$ cat config.mk
export PLATFORM = sky130hd
export DESIGN_NAME = store_narrow_unit
export DESIGN_NICKNAME = d
export VERILOG_FILES = /design/src/rtl/store_pkg.sv /design/src/rtl/narrow_check.sv /design/src/rtl/store_narrow_unit.sv
export SDC_FILE = /design/constraint.sdc
export NUM_CORES = 1
export LEC_CHECK = 0
export BUFFER_PORTS_ARGS = -buffer_cell sky130_fd_sc_hd__clkbuf_2
export CORE_MARGIN = 2
export CORE_UTILIZATION = 47
export DETAILED_ROUTE_END_ITERATION = 8
export GPL_ROUTABILITY_DRIVEN = 1
export MAX_ROUTING_LAYER = met4
export PLACE_DENSITY = 0.78
export SLEW_MARGIN = 20
export SYNTH_ARGS = -nofsm -noshare
export SYNTH_HDL_FRONTEND = slang
export SYNTH_SLANG_ARGS = --single-unit
$ cat constraint.sdc
create_clock -name clk -period 1.6 [get_ports clk]
set_input_delay 0.32 -clock clk [delete_from_list [all_inputs] [get_ports clk]]
set_output_delay 0.32 -clock clk [all_outputs]
set_load 0.1 [all_outputs]
$ cat src/rtl/store_pkg.sv
// Shared types and constants for the store narrowing path (16-bit register -> 8-bit memory).
// Optional saturation of out-of-range byte stores is enabled with STORE_SATURATE_EN.
package store_pkg;

  typedef enum logic [1:0] {
    IDLE = 2'd0,
    LO   = 2'd1,
    HI   = 2'd2,
    DONE = 2'd3
  } state_t;

  localparam logic [7:0] BYTE_MAX  = 8'h7F;
  localparam logic [7:0] BYTE_MIN  = 8'h80;

  localparam logic       MODE_WORD = 1'b0;
  localparam logic       MODE_BYTE = 1'b1;

endpackage

$ cat src/rtl/narrow_check.sv
// Dual of the 8->16 sign extender: a 16-bit value fits in 8 bits only if it is
// the sign extension of its own low byte; sat8 clamps it to the signed byte range.
module narrow_check
  import store_pkg::*;
(
  input  logic [15:0] value,
  output logic        fits8,
  output logic [7:0]  sat8
);

  logic [7:0] upper_match;

  // Every upper bit must replicate bit 7 for the value to be representable.
  generate
    for (genvar gi = 0; gi < 8; gi++) begin : g_upper
      assign upper_match[gi] = (value[8 + gi] == value[7]);
    end
  endgenerate

  assign fits8 = &upper_match;

  always_comb begin
    sat8 = value[7:0];
    if (!fits8) begin
      sat8 = value[15] ? BYTE_MIN : BYTE_MAX;
    end
  end

endmodule

$ cat src/rtl/store_narrow_unit.sv
// Store-side narrowing unit: writes a 16-bit register as two little-endian bytes or
// as a single checked byte. Macro STORE_SATURATE_EN clamps overflowing byte stores.
module store_narrow_unit
  import store_pkg::*;
#(
  parameter int ADDR_W = 8
) (
  input  logic              clk,
  input  logic              reset,
  input  logic              req_valid,
  output logic              req_ready,
  input  logic [ADDR_W-1:0] req_addr,
  input  logic [15:0]       req_data,
  input  logic              req_byte,
  output logic              mem_we,
  output logic [ADDR_W-1:0] mem_addr,
  output logic [7:0]        mem_wdata,
  input  logic              mem_ack,
  output logic              done,
  output logic              ovf
);

`ifdef STORE_SATURATE_EN
  localparam bit SAT_EN = 1'b1;
`else
  localparam bit SAT_EN = 1'b0;
`endif

  state_t            state_reg;
  logic [ADDR_W-1:0] addr_reg;
  logic [7:0]        hi_byte_reg;
  logic              byte_reg;

  logic              fits8;
  logic [7:0]        sat8;
  logic [7:0]        lo_byte_next;

  narrow_check u_narrow_check (
    .value (req_data),
    .fits8 (fits8),
    .sat8  (sat8)
  );

  // The low byte is decided at accept time so LO can drive it straight from a register.
  assign lo_byte_next = (SAT_EN && (req_byte == MODE_BYTE) && !fits8) ? sat8 : req_data[7:0];

  always_ff @(posedge clk) begin
    if (reset) begin
      state_reg   <= IDLE;
      req_ready   <= 1'b1;
      mem_we      <= 1'b0;
      mem_addr    <= '0;
      mem_wdata   <= '0;
      done        <= 1'b0;
      ovf         <= 1'b0;
      addr_reg    <= '0;
      hi_byte_reg <= '0;
      byte_reg    <= MODE_WORD;
    end else begin
      done <= 1'b0;
      case (state_reg)
        IDLE: begin
          if (req_valid) begin
            addr_reg    <= req_addr;
            hi_byte_reg <= req_data[15:8];
            byte_reg    <= req_byte;
            ovf         <= (req_byte == MODE_BYTE) && !fits8;
            req_ready   <= 1'b0;
            mem_we      <= 1'b1;
            mem_addr    <= req_addr;
            mem_wdata   <= lo_byte_next;
            state_reg   <= LO;
          end
        end
        LO: begin
          if (mem_ack) begin
            if (byte_reg == MODE_BYTE) begin
              mem_we    <= 1'b0;
              done      <= 1'b1;
              state_reg <= DONE;
            end else begin
              // Upper byte goes to the next address; the add wraps at the top of memory.
              mem_addr  <= addr_reg + ADDR_W'(1);
              mem_wdata <= hi_byte_reg;
              state_reg <= HI;
            end
          end
        end
        HI: begin
          if (mem_ack) begin
            mem_we    <= 1'b0;
            done      <= 1'b1;
            state_reg <= DONE;
          end
        end
        DONE: begin
          req_ready <= 1'b1;
          state_reg <= IDLE;
        end
        default: begin
          mem_we    <= 1'b0;
          req_ready <= 1'b1;
          state_reg <= IDLE;
        end
      endcase
    end
  end

endmodule

After elaboration in Yosys (flattened, before gate mapping)
Index checks and enable logic that the tools add are counted.
- mux-type cells: 24
- equal/unequal tests: 16
- add/sub/neg operators: 1
- reduce and logical (&&, ||, !) cells: 12
- operators with widths (kind ; number):
    two-way mux 8 bit ; 6
    one-hot mux 8 bit (2 select lines) ; 2
    != test 2 bit, second input constant ; 5
    two-way mux 1 bit ; 9
    adder 8 x 1 -> 8 bit, second input constant ; 1
    == test 1 bit ; 8
    one-hot mux 2 bit (4 select lines) ; 1
    AND reduction 8 bit ; 1
    two-way mux 2 bit ; 3
    AND reduction 5 bit ; 1
    == test 2 bit, second input constant ; 2
    one-hot mux 1 bit (2 select lines) ; 2
    AND reduction 2 bit ; 2
    AND reduction 4 bit ; 1
    nonzero test 2 bit ; 2
    one-hot mux 1 bit (3 select lines) ; 1
    AND reduction 3 bit ; 1
    nonzero test 3 bit ; 1
    == test 2 x 1 -> 1 bit, second input constant ; 1
    logical NOT 2 bit ; 1
    logical AND 1 bit ; 1
    logical NOT 1 bit ; 1
- output and inout bits: 20
- flip-flop bits (word level): 39
- bits of input ports: 29
- word-level logic and storage cells: 63

Depth between registers and ports, before layout
- word-level depth: 4
- depth in mapped cells: 8
- gate-level depth less buffers: 6

Hierarchy
A second synthesis with hierarchy kept.
- cells, all modules: 235
- area total of the unflattened synthesis: 1998.2 um^2
- modules (own cells, without submodules) (module ; times used ; cells each ; sequential area each (um^2) ; area each (um^2)):
    store_narrow_unit ; 1 ; 211 ; 780.7 ; 1785.5
    narrow_check ; 1 ; 24 ; 0.0 ; 212.7

Worst setup path after synthesis
No wires, ideal clock.
- kind: reg2reg
- from: register state_reg[1]
- to: register mem_addr[7]
- clock period less this slack: 1.689 ns
- arrival: 1.565 ns
- setup time: 0.123 ns
- path buffers: 2
- cell stages (with the launch flop): 9
- slack: -0.089 ns
- required time: 1.477 ns
- cells stage by stage: dfxtp_1 inv_1 ha_1 buf_6 or2_4 and4_4 buf_6 mux2i_1 o41ai_1
- longest elaborated chain between the ends: 3
- elaborated cells between the ends (all ways): 8
- those cells by class: 4 x eq/ne; 1 x mux; 3 x reduce/logical
- RTL lines (item ; RTL line ; source):
    start, declared ; store_narrow_unit.sv:29 ; state_t state_reg;
    start signal, assigned ; store_narrow_unit.sv:49 ; state_reg <= IDLE;
    start signal, assigned ; store_narrow_unit.sv:72 ; state_reg <= LO;
    start signal, assigned ; store_narrow_unit.sv:80 ; state_reg <= DONE;
    == test 2 x 1 -> 1 bit or logical NOT 2 bit (tied branches) ; store_narrow_unit.sv:61 ; case (state_reg)
    != test 2 bit (no line) or nonzero test 2 bit (tied branches) ; n/a ;
    AND reduction 4 bit (no line) ; n/a ;
    end signal, assigned ; store_narrow_unit.sv:70 ; mem_addr <= req_addr;
    end signal, assigned ; store_narrow_unit.sv:83 ; mem_addr <= addr_reg + ADDR_W'(1);
    end, declared ; store_narrow_unit.sv:16 ; output logic [ADDR_W-1:0] mem_addr,
Several ways; a longest one is shown, not always the timed one.
A chain may end at the register's enable or synchronous reset.

Final worst setup path
- from: register state_reg[0]
- to: register mem_addr[7]
Same word-level chain as after synthesis.

==> impl_metrics.json <==
{
  "status": "complete, but fails checks",
  "violations": "negative setup slack",
  "num_rows": 22,
  "dr.pass1.iters": 4,
  "vias": 1795,
  "critPathLaunch": "state_reg[0]$_SDFFE_PP0P_",
  "crit_path_end_kind": "flop",
  "clkTransAtPathRegs_ns": 0.07,
  "drc": 0,
  "cts_tree": "built",
  "setup_violations": 1,
  "finalHoldViolCount": 0,
  "p_per_area_mw_per_mm2": 2414,
  "final_layout_size_suffix_gt1_share_pct": 32.62,
  "syn_nets": 254,
  "ys_types": 40,
  "cp.required_ns": 1.78,
  "max-slew-margin-rel_pct": 64.02,
  "ys.flop_type": "dfxtp_1",
  "drt-initial-drc-count": 129,
  "synth_edf_count": 0,
  "area_growth_syn_to_layout_pct": 28.15,
  "seq_area_frac_synth_pct": 42.02,
  "syn-cell-area_sq_mm": 0.001858,
  "cp-start-kind": "flop",
  "cp.arrival_ns": 1.80,
  "finalMaxSlewViolations": 0,
  "cts_root_buffer": "clkbuf_8",
  "holdPathStages": 3,
  "cts_sinks": 39,
  "power_w": 0.005748,
  "yosys-top-cells-area": "dfxtp_1, nand2_1, a21oi_1, mux2i_1, ha_1",
  "clock_path_buffers": 2,
  "insertion_delay_ns": 0.29,
  "synth_largest_area_cell": "dfxtp_1",
  "grt_pass1_vias": 1570,
  "grtUsageTotal_pct": 22.51,
  "die_h_um": 66.88,
  "gp_congestion": 0.8578,
  "ir_drop_v": 0.002006,
  "dpl.hpwl_mm": 3.359,
  "synth_most_common_cell": "nand2_1",
  "rr_worst_depth": 6,
  "port_buffers": 48,
  "critPathKind": "flop to flop",
  "cts_max_level": 2,
  "ant_nets": 0,
  "synth.top_cell.area_share_pct": 42.02,
  "routed_via_density": 5.489,
  "fin_crit_sh_pct": 101.6,
  "finClkSkew_ns": 0.008313,
  "synth_area_per_cell_sq_um": 8.523,
  "period_minus_slack_ns": 1.626,
  "r2r_start": "state_reg[0]$_SDFFE_PP0P_",
  "grt_pass1_wl_mm": 7.265,
  "antenna_found_initial": 0,
  "totalWireLength_mm": 4.793,
  "worst_pin_slew_ns": 0.5420,
  "antenna_cells": 0,
  "yosys_warnings": 0,
  "path_max_fanout": 11,
  "rsz0062_at_grt": "true",
  "drv_cap": 0,
  "hold_path.class": "input pin to flop",
  "die_x_um": 66.88,
  "dpl_worst_slack_ns": -0.04801,
  "overflow": 0,
  "cts-buffers-inserted": 5,
  "hold_slack_ns": 0.2580,
  "hp-start": "req_addr[7]",
  "p_leak_nw": 1.005,
  "max_freq_mhz": 615.2,
  "layout.nets": 315,
  "synth_cells": 218,
  "synth-seq-cells": 39,
  "async_flop_share_pct": 0,
  "grt_max_degree": 23,
  "wl_per_cell_um": 14.66,
  "synth_top_cells_by_count": "nand2_1, dfxtp_1, a21oi_1",
  "core_area_sq_mm": 0.003744,
  "start_util_pct": 49.63,
  "die_area_sq_mm": 0.004472,
  "io_pins": 49,
  "worst_slack_ns": -0.02556
}
==> layer usage <==
metal | routed length (um) | track usage [%] | part of all wire [%] | up-vias
met3 | 341 | 4.223 | 7.1 | 7
met4 | 70 | 9.184 | 1.5 | 0
met5 | 0 | - | 0 | -
li1 | - | - | - | 893
met2 | 2333 | 35.38 | 49 | 66
met1 | 2048 | 28.54 | 43 | 829
==> final timing paths <==
kind                                               endpoint  slack (ns)
worst min-delay path               addr_reg[7]$_SDFFE_PP0P_        0.26
worst max register to register     mem_addr[7]$_SDFFE_PP0P_       -0.03
worst max-delay path               mem_addr[7]$_SDFFE_PP0P_       -0.03
worst min register to register  hi_byte_reg[7]$_SDFFE_PP0P_        0.46
==> layout by cell type (no fill, tap or decap), drive strengths merged, types with 2 or more instances in the layout <==
cell / Yosys / layout
a211o: 2 / 2
a211oi: 11 / 11
a21oi: 25 / 25
and4: 2 / 3
buf: 7 / 17
clkbuf: 5 / 54
dfxtp: 39 / 39
ha: 7 / 7
inv: 4 / 4
mux2i: 11 / 11
nand2: 43 / 43
nand2b: 2 / 2
nand3: 7 / 7
nand3b: 2 / 2
nand4: 2 / 2
nor2: 21 / 21
nor3: 5 / 5
nor3b: 2 / 2
o21ai: 2 / 2
o21bai: 2 / 2
o41ai: 3 / 3
xnor2: 2 / 2
xor2: 2 / 2
==> power breakdown <==
part / leakage, nW / switching, W / internal (W)
Combinational: 0.632 / 0.00250 / 0.00101
Sequential: 0.322 / 0.000180 / 0.00127
Clock: 0.0513 / 0.000331 / 0.000457
Total: 1.01 / 0.00301 / 0.00273
==> what timing repair did <==
action | 4_1_cts | 5_1_grt
cloned | 0 | 1
setup endpoints to repair | 2 | 18
gates resized for setup | 1 | 9
hold buffers | 0 | 0
pin swaps | 1 | 1
setup buffers | 0 | 2
endpoints found under the hold margin | 0 | 0
==> logic make-up (layout without fill, tap and decap cells) <==
family	after synthesis	after routing	synth area share, %
and+or+nand+nor	91	92	23.03
AOI/OAI and AO/OA	50	50	17.78
DFF	39	39	42.02
buffers and inverters	16	76	4.646
muxes	11	11	5.926
adders and majority gates	7	7	4.714
xor gates and xnor gates	4	4	1.886
==> area by class of cell <==
type	count	area, sq um
Multi-Input combinational cell	164	1049
Fill cell	333	1363
Clock buffer	6	72.57
Sequential cell	39	783.3
Timing Repair Buffer	65	371.6
Clock inverter	1	30.03
Tap cell	48	60.06
Inverter	4	15.01
==> stage by stage <==
| step | std cells | util, % | instance area, sq um | setup TNS (ns) |
|---|---|---|---|---|
| floorplan | 218 | - | 1864 | 0 |
| global placement | 317 | 58.92 | 2206 | 0 |
| detailed placement | 317 | 58.92 | 2206 | -0.04801 |
| CTS | 324 | 61.70 | 2310 | -0.01293 |
| global route | 327 | 63.60 | 2381 | -0.7666 |
| finish | 327 | 63.60 | 2381 | -0.02556 |
==> critical path, cell delays in order, from the launching register on <==
cell	delay, ns
dfxtp_2	0.34
inv_1	0.11
ha_2	0.22
or2_4	0.15
and4_4	0.32
mux2i_1	0.27
o41ai_2	0.11
Power figures use the tool's default switching activity.
